$ cat src/rtl/sm83_bus_responder.sv
`default_nettype none
// ============================================================================
//  Module      : sm83_bus_responder
//  Description : SM83 memory-side responder. It decodes the high page (HRAM,
//                IE/IF, boot latch), runs OAM DMA and locks the core out of
//                the external bus while DMA is active.
//  Revision    : 1.0 - initial release
// ============================================================================
module sm83_bus_responder #(
    parameter int DMA_LEN    = 160,
    parameter int HRAM_DEPTH = 127
) (
    input  logic        clk,
    input  logic        rst,
    input  logic [15:0] r_addr,
    output logic [7:0]  r_data,
    input  logic [15:0] w_addr,
    input  logic [7:0]  w_data,
    input  logic        w_wen,
    output logic [15:0] ext_raddr,
    input  logic [7:0]  ext_rdata,
    output logic [15:0] ext_waddr,
    output logic [7:0]  ext_wdata,
    output logic        ext_wen,
    input  logic [7:0]  boot_rdata,
    output logic [7:0]  oam_addr,
    output logic [7:0]  oam_wdata,
    output logic        oam_wen,
    input  logic [4:0]  irq_req,
    output logic [4:0]  irq_pending,
    output logic        dma_active
);

    localparam logic [1:0] c_IDLE      = 2'd0;
    localparam logic [1:0] c_START     = 2'd1;
    localparam logic [1:0] c_XFER      = 2'd2;
    localparam logic [7:0] c_IDX_LAST  = 8'(DMA_LEN - 1);
    localparam logic [6:0] c_HRAM_LAST = 7'(HRAM_DEPTH - 1);

    logic [7:0] r_ie;
    logic [4:0] r_if;
    logic       r_boot_en;
    logic [7:0] r_dma_src;
    logic [7:0] r_idx;
    logic [1:0] r_state;
    logic [7:0] r_hram [0:HRAM_DEPTH-1];

    logic       w_rd_high;
    logic       w_rd_hram;
    logic       w_wr_high;
    logic       w_wr_hram;
    logic       w_wr_internal;
    logic [7:0] w_src_eff;

    assign w_rd_high = (r_addr[15:8] == 8'hFF);
    assign w_rd_hram = (r_addr[15:7] == 9'h1FF) && (r_addr[6:0] <= c_HRAM_LAST);
    assign w_wr_high = (w_addr[15:8] == 8'hFF);
    assign w_wr_hram = (w_addr[15:7] == 9'h1FF) && (w_addr[6:0] <= c_HRAM_LAST);
    assign w_wr_internal = (w_addr == 16'hFF0F) || (w_addr == 16'hFF46) ||
                           (w_addr == 16'hFF50) || (w_addr == 16'hFFFF) || w_wr_hram;

    // Sources in the E0-FF echo region alias down onto work RAM.
    assign w_src_eff = (r_dma_src >= 8'hE0) ? (r_dma_src - 8'h20) : r_dma_src;

    assign dma_active  = (r_state != c_IDLE);
    assign irq_pending = r_ie[4:0] & r_if;

    assign ext_raddr = (r_state == c_XFER) ? {w_src_eff, r_idx} : r_addr;
    assign ext_waddr = w_addr;
    assign ext_wdata = w_data;
    assign ext_wen   = w_wen && !w_wr_internal && !(dma_active && !w_wr_high);

    assign oam_addr  = r_idx;
    assign oam_wdata = ext_rdata;
    assign oam_wen   = (r_state == c_XFER);

    always_comb begin
        r_data = ext_rdata;
        if (dma_active && !w_rd_high) begin
            r_data = 8'hFF;
        end else if ((r_addr[15:8] == 8'h00) && r_boot_en) begin
            r_data = boot_rdata;
        end else if (r_addr == 16'hFF0F) begin
            r_data = {3'b111, r_if};
        end else if (r_addr == 16'hFF46) begin
            r_data = r_dma_src;
        end else if (r_addr == 16'hFF50) begin
            r_data = 8'hFF;
        end else if (w_rd_hram) begin
            r_data = r_hram[r_addr[6:0]];
        end else if (r_addr == 16'hFFFF) begin
            r_data = r_ie;
        end
    end

    always_ff @(posedge clk) begin
        if (rst) begin
            r_ie      <= 8'h00;
            r_if      <= 5'h00;
            r_boot_en <= 1'b1;
            r_dma_src <= 8'h00;
            r_idx     <= 8'h00;
            r_state   <= c_IDLE;
        end else begin
            // A request in the same cycle as a clearing write still lands.
            r_if <= ((w_wen && (w_addr == 16'hFF0F)) ? w_data[4:0] : r_if) | irq_req;

            if (w_wen && (w_addr == 16'hFFFF)) begin
                r_ie <= w_data;
            end
            if (w_wen && (w_addr == 16'hFF50) && (w_data != 8'h00)) begin
                r_boot_en <= 1'b0;
            end

            if (w_wen && (w_addr == 16'hFF46)) begin
                r_dma_src <= w_data;
                r_idx     <= 8'h00;
                r_state   <= c_START;
            end else begin
                case (r_state)
                    c_START: r_state <= c_XFER;
                    c_XFER: begin
                        if (r_idx == c_IDX_LAST) begin
                            r_idx   <= 8'h00;
                            r_state <= c_IDLE;
                        end else begin
                            r_idx <= r_idx + 8'h01;
                        end
                    end
                    default: r_state <= c_IDLE;
                endcase
            end
        end
    end

    always_ff @(posedge clk) begin
        if (w_wen && w_wr_hram) begin
            r_hram[w_addr[6:0]] <= w_data;
        end
    end

endmodule
`default_nettype wire
$ cat config.mk
export PLATFORM = sky130hd
export DESIGN_NAME = sm83_bus_responder
export DESIGN_NICKNAME = d
export VERILOG_FILES = /design/src/rtl/sm83_bus_responder.sv
export SDC_FILE = /design/constraint.sdc
export NUM_CORES = 1
export LEC_CHECK = 0
export ABC_AREA = 1
export CORE_ASPECT_RATIO = 1.4
export CORE_UTILIZATION = 50
export DETAILED_ROUTE_END_ITERATION = 12
export PLACE_DENSITY = 0.73
export SYNTH_ARGS = -nofsm -noshare
export SYNTH_HDL_FRONTEND = slang
export SYNTH_SLANG_ARGS = --single-unit
$ cat constraint.sdc
create_clock -name clk -period 4.5 [get_ports clk]
set_input_delay 0.45 -clock clk [delete_from_list [all_inputs] [get_ports clk]]
set_output_delay 0.45 -clock clk [all_outputs]
set_load 0.02 [all_outputs]
==> results.txt, run 1 <==
slew margin rel.: 39.80%
Fillers: 7,248
WL/cell: 22.77 um
CTS max path bufs: 3
global-route wire length before repair: 194,500 um
Die Area: 0.09159 mm^2
Syn Inst Count: 4,430
Final Net Count: 4,590
worst path bufs/invs: 3
effective utilization at floorplan: 50.42%
number of max-cap violations: 0
worst endpoint required time: 4.05 ns
post-route core utilization: 56.65%
CTS tree: done
status: finished, violations left
vias: 31,980
Area growth syn-to-layout: 12.37%
worst skew pair latency: 0.69 ns
vias in the first global route: 30,660
Yosys cell types: 35
Final Cycle Share: 96.21%
pin count of the biggest net entering global routing: 111
hpwl dp: 84,380 um
IO buf count: 135
most frequent CP cell: nand2_1
fraction of layout cells with a size suffix above 1: 5.531%
ANT nets after route: 0
arrival time at the worst endpoint: 3.88 ns
total track usage: 28.60%
Via density: 5.531
slowest stage cell, crit path: clkdlybuf4s50_1
Remaining Overflow, GRT: 0
P_leak: 0.02005 uW
Max Freq: 0.2310 GHz
setup TNS: 0 ns
synth top area cells: edfxtp_1 68%, nand2_1 14%, inv_1 3.8%
drt initial violations: 3,887
Primary FF master, synth: edfxtp_1
post-layout minimum cycle time: 4.329 ns
# DRC: 2
routability cong.: 0.9703
EDFF count, synth: 1,016
Worst Tran Pin Value: 0.8997 ns
core area: 0.08962 mm^2
PwrDens: 390.8 mW/mm^2
FF+latch count, synth: 1,048
Die Wd: 256.1 um
fin. max-slew vios: 0
Chip Height: 357.7 um
Hold WC Path Type: in2reg
Setup-failing EPs final: 0
leading area contributor after synthesis: edfxtp_1
final wirelength: 131,600 um
Post-Syn Area per Cell: 10.20 um^2
CTS Sinks: 1,048
clock skew: 0.009512 ns
Max VDD drop: 0.3074 mV
Syn Nets: 4,496
clock root buffer: clkbuf_16
CP endpoint kind: output pin
failing checks: design-rule violations
Setup crit start kind: primary input
Worst-path clk slew: 0.07 ns
kind of critical path: in2out
CTS Hold Bufs: 0
row count: 130
synthesized cell area: 0.04518 mm^2
Yosys top cell area share: 67.52%
RSZ-0062 raised after global routing: false
# Post-CTS Setup Buffers: 0
First-pass DRT Iterations: 10
synth warn: 0
initial antenna violation count: 1
IO Pins: 136
cell family with most CP delay: buffers and inverters
final hold vios: 0
H-tree level count: 3
async set-or-reset flop fraction in the synthesized netlist: 0%
total clock buffers created by CTS: 91
Seq/Total Area, Yosys: 68.94%
worst stage delay on the critical path: 0.61 ns
CP Max Fanout: 11
Cell Chain, Critical Path: clkdlybuf4s50_1 -> inv_1 -> nand2_2 -> nor2_2 -> nand4_1 -> nand2_1 -> a221oi_1 -> nand2_1 -> nand2_1 -> nand2_1 -> nand2_1 -> nand2_1 -> clkdlybuf4s50_1
[cell families (layout without fill, tap and decap cells)]
| group | after synthesis | count (layout) | share of synthesized area (%) |
|---|---|---|---|
| buf+inv | 697 | 859 | 6.530 |
| simple gates | 2476 | 2476 | 21.90 |
| fa+ha+maj | 2 | 2 | 0.05537 |
| compound gates | 203 | 203 | 2.498 |
| xor+xnor | 4 | 4 | 0.07755 |
| flops | 1048 | 1048 | 68.94 |
| other cells | 0 | 1 | 0 |
[layout make-up]
type                       count  area [um^2]  area share [%]
antenna                        1        2.502        0.004929
clock buffer                 112         2399           4.724
clock inverter                49        491.7          0.9685
inverter                     462         1749           3.445
multi-input combinational   2685        11100           21.86
sequential                  1048        31150           61.35
tap                         1188         1486           2.928
timing repair buffer         236         2396           4.719
[synth_stat cells, types with 6 or more instances]
library cell / count
inv_1: 455
nand3_1: 314
o211ai_1: 27
edfxtp_1: 1016
a21oi_1: 40
buf_1: 23
o21ai_0: 114
nor2_1: 428
nand2_1: 1656
buf_2: 93
or2_2: 10
dfxtp_1: 32
buf_4: 54
nor3_1: 11
clkbuf_1: 63
nand4_1: 34
o22ai_1: 8
or2_1: 6
a221oi_1: 8
[report_power, final]
group	total, uW	switching [uW]	internal [uW]
Clock	7730	3520	4210
Combinational	1420	1040	380
Sequential	10700	2.15	10700
Total	19800	4560	15300
[stage by stage]
stage	hold slack, ns	setup slack, ns	std cells	power, uW	instance area [um^2]
2_1_floorplan	0.4194	2.022	4430	11600	45180
3_3_place_gp	0.4368	-0.1618	5619	12290	47880
3_5_place_dp	0.4492	-0.1074	5619	12300	47880
4_1_cts	0.1271	0.02787	5780	19860	50770
5_1_grt	0.1517	0.05961	5780	20310	50770
6_report	0.1579	0.1707	5781	19840	50770
[timing repair]
item,CTS,global route
endpoints found under the setup margin,5,6
gates resized for setup,1,1
hold endpoints to repair,0,0
[routing by layer]
metal  GRT usage [%]  part of all wire [%]  vias up  wire length, um
met2           48.49                    48     1695            63610
met1           34.13                    36    15300            47500
met5               0                     0        -                0
met3           5.153                   8.8      375            11540
met4           17.28                   6.8        0             8964
li1                -                     -    14610                -
[state kept, by name, indices dropped and copies added, names as in the netlist]
register and count:
oam_addr 8, r_boot_en 1, r_dma_src 8, r_hram 1016
r_ie 8, r_if 5, r_state 2
[placed cells by master, fill, tap and decap left out, drive strengths merged, types with 16 or more instances in the layout]
cell type | Yosys | routed
a21oi | 40 | 40
buf | 172 | 111
clkbuf | 63 | 112
clkdlybuf4s50 | 0 | 125
clkinv | 2 | 40
dfxtp | 32 | 32
edfxtp | 1016 | 1016
inv | 460 | 462
nand2 | 1657 | 1657
nand3 | 314 | 314
nand4 | 34 | 34
nor2 | 429 | 429
o211ai | 27 | 27
o21ai | 118 | 118
or2 | 16 | 16
[worst paths after layout]
| path | endpoint | slack, ns | start | cells after the start |
|---|---|---|---|---|
| worst max register to register | oam_addr[0] | 2.64 | r_state[1] | 6 |
| worst max-delay path | r_data[2] | 0.17 | r_addr[4] | 13 |
| worst min-delay path | r_hram[62][5] | 0.16 | w_data[5] | 1 |
| worst min register to register | r_boot_en | 0.46 | r_boot_en | 2 |
Note: power is estimated with default switching activity, not from simulation.
==> run 2, diff against run 1 <==
- CELL_PAD_IN_SITES_DETAIL_PLACEMENT: default -> 1
- CELL_PAD_IN_SITES_GLOBAL_PLACEMENT: default -> 2
- CORE_UTILIZATION: 50 -> 44
- PLACE_DENSITY: 0.73 -> 0.91
==> run 2 against run 1 <==
Against the previous run:
- the flow now finishes without violations
- utilization down 5.7 points
- via count up 2.2%
- clock power up 8.7%
- critical endpoint is now r_data[5]
- largest cell class unchanged
==> results.txt, run 2 (same netlist as run 1, synthesis figures left out) <==
worst endpoint required time: 4.05 ns (about the same)
slew margin rel.: 31.55% (was 39.80%)
Chip Height: 381.2 um (was 357.7 um)
PwrDens: 397.6 mW/mm^2 (was 390.8 mW/mm^2)
total track usage: 28.22% (was 28.60%)
pin count of the biggest net entering global routing: 112 (was 111)
total clock buffers created by CTS: 97 (was 91)
CTS max path bufs: 3 (unchanged)
Critical Path Sink: r_data[5] (was r_data[2])
Via density: 5.450 (was 5.531)
Setup-failing EPs final: 0 (unchanged)
effective utilization at floorplan: 44.58% (was 50.42%)
IO Pins: 136 (unchanged)
Final Net Count: 4,648 (was 4,590)
kind of critical path: in2out (unchanged)
vias: 32,690 (was 31,980)
clock root buffer: clkbuf_16 (unchanged)
CTS tree: done (unchanged)
routability cong.: 0.8764 (was 0.9703)
most frequent CP cell: nand2_1 (unchanged)
core area: 0.1014 mm^2 (was 0.08962 mm^2)
Max VDD drop: 0.5196 mV (was 0.3074 mV)
vias in the first global route: 34,980 (was 30,660)
r2r endpoint: oam_addr[0] (unchanged)
ANT nets after route: 0 (unchanged)
r2r setup slk: 2.60 ns (was 2.64 ns)
Area growth syn-to-layout: 14.35% (was 12.37%)
Cell Chain, Critical Path: clkdlybuf4s50_1 -> nor2_4 -> buf_12 -> buf_4 -> nand2_1 -> nand2_1 -> nor2_1 -> nand2_1 -> nand2_1 -> nand3_1 -> nand3_1 -> nand2_1 -> nand2_1 -> nand2_1 -> nand2_1 -> nand2_1 -> clkdlybuf4s50_1 (was clkdlybuf4s50_1 -> inv_1 -> nand2_2 -> nor2_2 -> nand4_1 -> nand2_1 -> a221oi_1 -> nand2_1 -> nand2_1 -> nand2_1 -> nand2_1 -> nand2_1 -> clkdlybuf4s50_1)
final wirelength: 145,600 um (was 131,600 um)
RSZ-0062 raised after global routing: false (unchanged)
worst skew pair latency: 0.70 ns (was 0.69 ns)
Max Freq: 0.2301 GHz (was 0.2310 GHz)
# DRC: 0 (was 2)
Comb power frac: 7.1% (was 7.2%)
Pint: 15,740 uW (was 15,280 uW)
final hold vios: 0 (unchanged)
fin. max-slew vios: 0 (unchanged)
P_leak: 0.02048 uW (was 0.02005 uW)
crit path launch: r_addr[2] (was r_addr[4])
status: finished clean (was finished, violations left)
setup TNS: 0 ns (unchanged)
# Post-CTS Setup Buffers: 0 (unchanged)
Worst Tran Pin Value: 1.027 ns (was 0.8997 ns)
CP endpoint kind: output pin (unchanged)
clock skew: 0.007718 ns (was 0.009512 ns)
H-tree level count: 3 (unchanged)
slowest stage cell, crit path: clkdlybuf4s50_1 (unchanged)
Post-DP Area: 0.04847 mm^2 (was 0.04788 mm^2)
WL/cell: 24.28 um (was 22.77 um)
Worst-path clk slew: 0.06 ns (was 0.07 ns)
worst stage delay on the critical path: 0.67 ns (was 0.61 ns)
global-route wire length before repair: 217,800 um (was 194,500 um)
First-pass DRT Iterations: 5 (was 10)
hpwl dp: 93,570 um (was 84,380 um)
clock network fraction of design power: 40.9% (was 38.9%)
CP Max Fanout: 20 (was 11)
fraction of layout cells with a size suffix above 1: 6.902% (was 5.531%)
Fillers: 11,000 (was 7,248)
Die Area: 0.1040 mm^2 (was 0.09159 mm^2)
Die Wd: 272.8 um (was 256.1 um)
number of max-cap violations: 0 (unchanged)
Sw Share: 23.39% (was 23.00%)
initial antenna violation count: 3 (was 1)
most frequent cells in the layout: 1,655 x nand2_1, 1,016 x edfxtp_1, 455 x inv_1 (unchanged)
FF-to-FF path depth: 6 (unchanged)
arrival time at the worst endpoint: 3.90 ns (was 3.88 ns)
net load switching power: 4804 uW (was 4564 uW)
Flop pwr share: 52.1% (was 53.9%)
worst path bufs/invs: 4 (was 3)
CTS Sinks: 1,048 (unchanged)
WP depth: 17 (was 13)
design area: 0.05167 mm^2 (was 0.05077 mm^2)
Final Cycle Share: 96.58% (was 96.21%)
cell family with most CP delay: buffers and inverters (unchanged)
post-route core utilization: 50.98% (was 56.65%)
row count: 138 (was 130)
Remaining Overflow, GRT: 0 (unchanged)
commonest non-fill, non-tap cell in the layout: nand2_1 (unchanged)
drt initial violations: 2,436 (was 3,887)
Setup crit start kind: primary input (unchanged)
Reg2Reg Launch Point: r_state[1] (unchanged)
IO buf count: 135 (unchanged)
WHS: 0.1780 ns (was 0.1579 ns)
post-layout minimum cycle time: 4.346 ns (was 4.329 ns)
Hold WC Path Type: in2reg (unchanged)
max reg flops: 1,016 (unchanged)
[run 2: changes by cell type in the layout (fill, tap and decap cells not counted), moves of 3 or more]
cell / delta
buf_4: +50
clkbuf_1: +5
clkinv_16: -3
clkbuf_16: +11
[run 2: layer usage]
| layer | up-vias | global-route usage [%] | part of all wire [%] |
|---|---|---|---|
| met5 | - | 0 | 0.015 |
| met4 | 4 | 13.52 | 4.6 |
| met3 | 305 | 3.139 | 5.2 |
| met2 | 1054 | 50.49 | 52 |
| met1 | 16570 | 33.53 | 39 |
| li1 | 14750 | - | - |
[run 2: power groups by stage]
stage	Sequential (uW)	Combinational [uW]	Clock, uW
floorplan	10900	693	0
global placement	10900	1410	0
detailed placement	10900	1440	0
CTS	10700	1450	8440
global route	10700	1550	8740
finish	10700	1450	8400
[run 2: worst min-delay path by stage]
stage	from	end	slack, ns	cells past startpoint
detailed placement	r_boot_en	r_boot_en	0.46	2
CTS	w_data[1]	r_hram[120][1]	0.14	1
finish	w_data[1]	r_hram[113][1]	0.18	1
global placement	r_boot_en	r_boot_en	0.45	2
floorplan	r_boot_en	r_boot_en	0.42	2
global route	w_data[1]	r_hram[120][1]	0.18	1
[run 2: metrics by stage]
step | instances | setup WS (ns) | total power, uW
global route | 5996 | 0.08953 | 20970
finish | 5997 | 0.1541 | 20540
detailed placement | 5813 | 0.1350 | 12340
global placement | 5813 | 0.1330 | 12310
CTS | 5995 | 0.1058 | 20590
floorplan | 4430 | 2.022 | 11600
[run 2: repair_timing]
| item | 4_1_cts | 5_1_grt |
|---|---|---|
| gates resized for setup | 0 | 2 |
| hold buffers | 0 | 0 |
| endpoints found under the setup margin | 0 | 6 |
| hold endpoints to repair | 0 | 0 |
[run 2: final cells by class]
type                    instances  area, um^2  share of cell area (%)
flip-flops and latches       1048       31150                   60.29
clock inverters                53       480.5                  0.9299
diodes                          2       5.005                0.009686
clock buffers                 129        2706                   5.238
well taps                    1330        1664                   3.221
multi-input cells            2685       11100                   21.48
repair buffers                288        2811                   5.441
inverters                     462        1752                   3.390
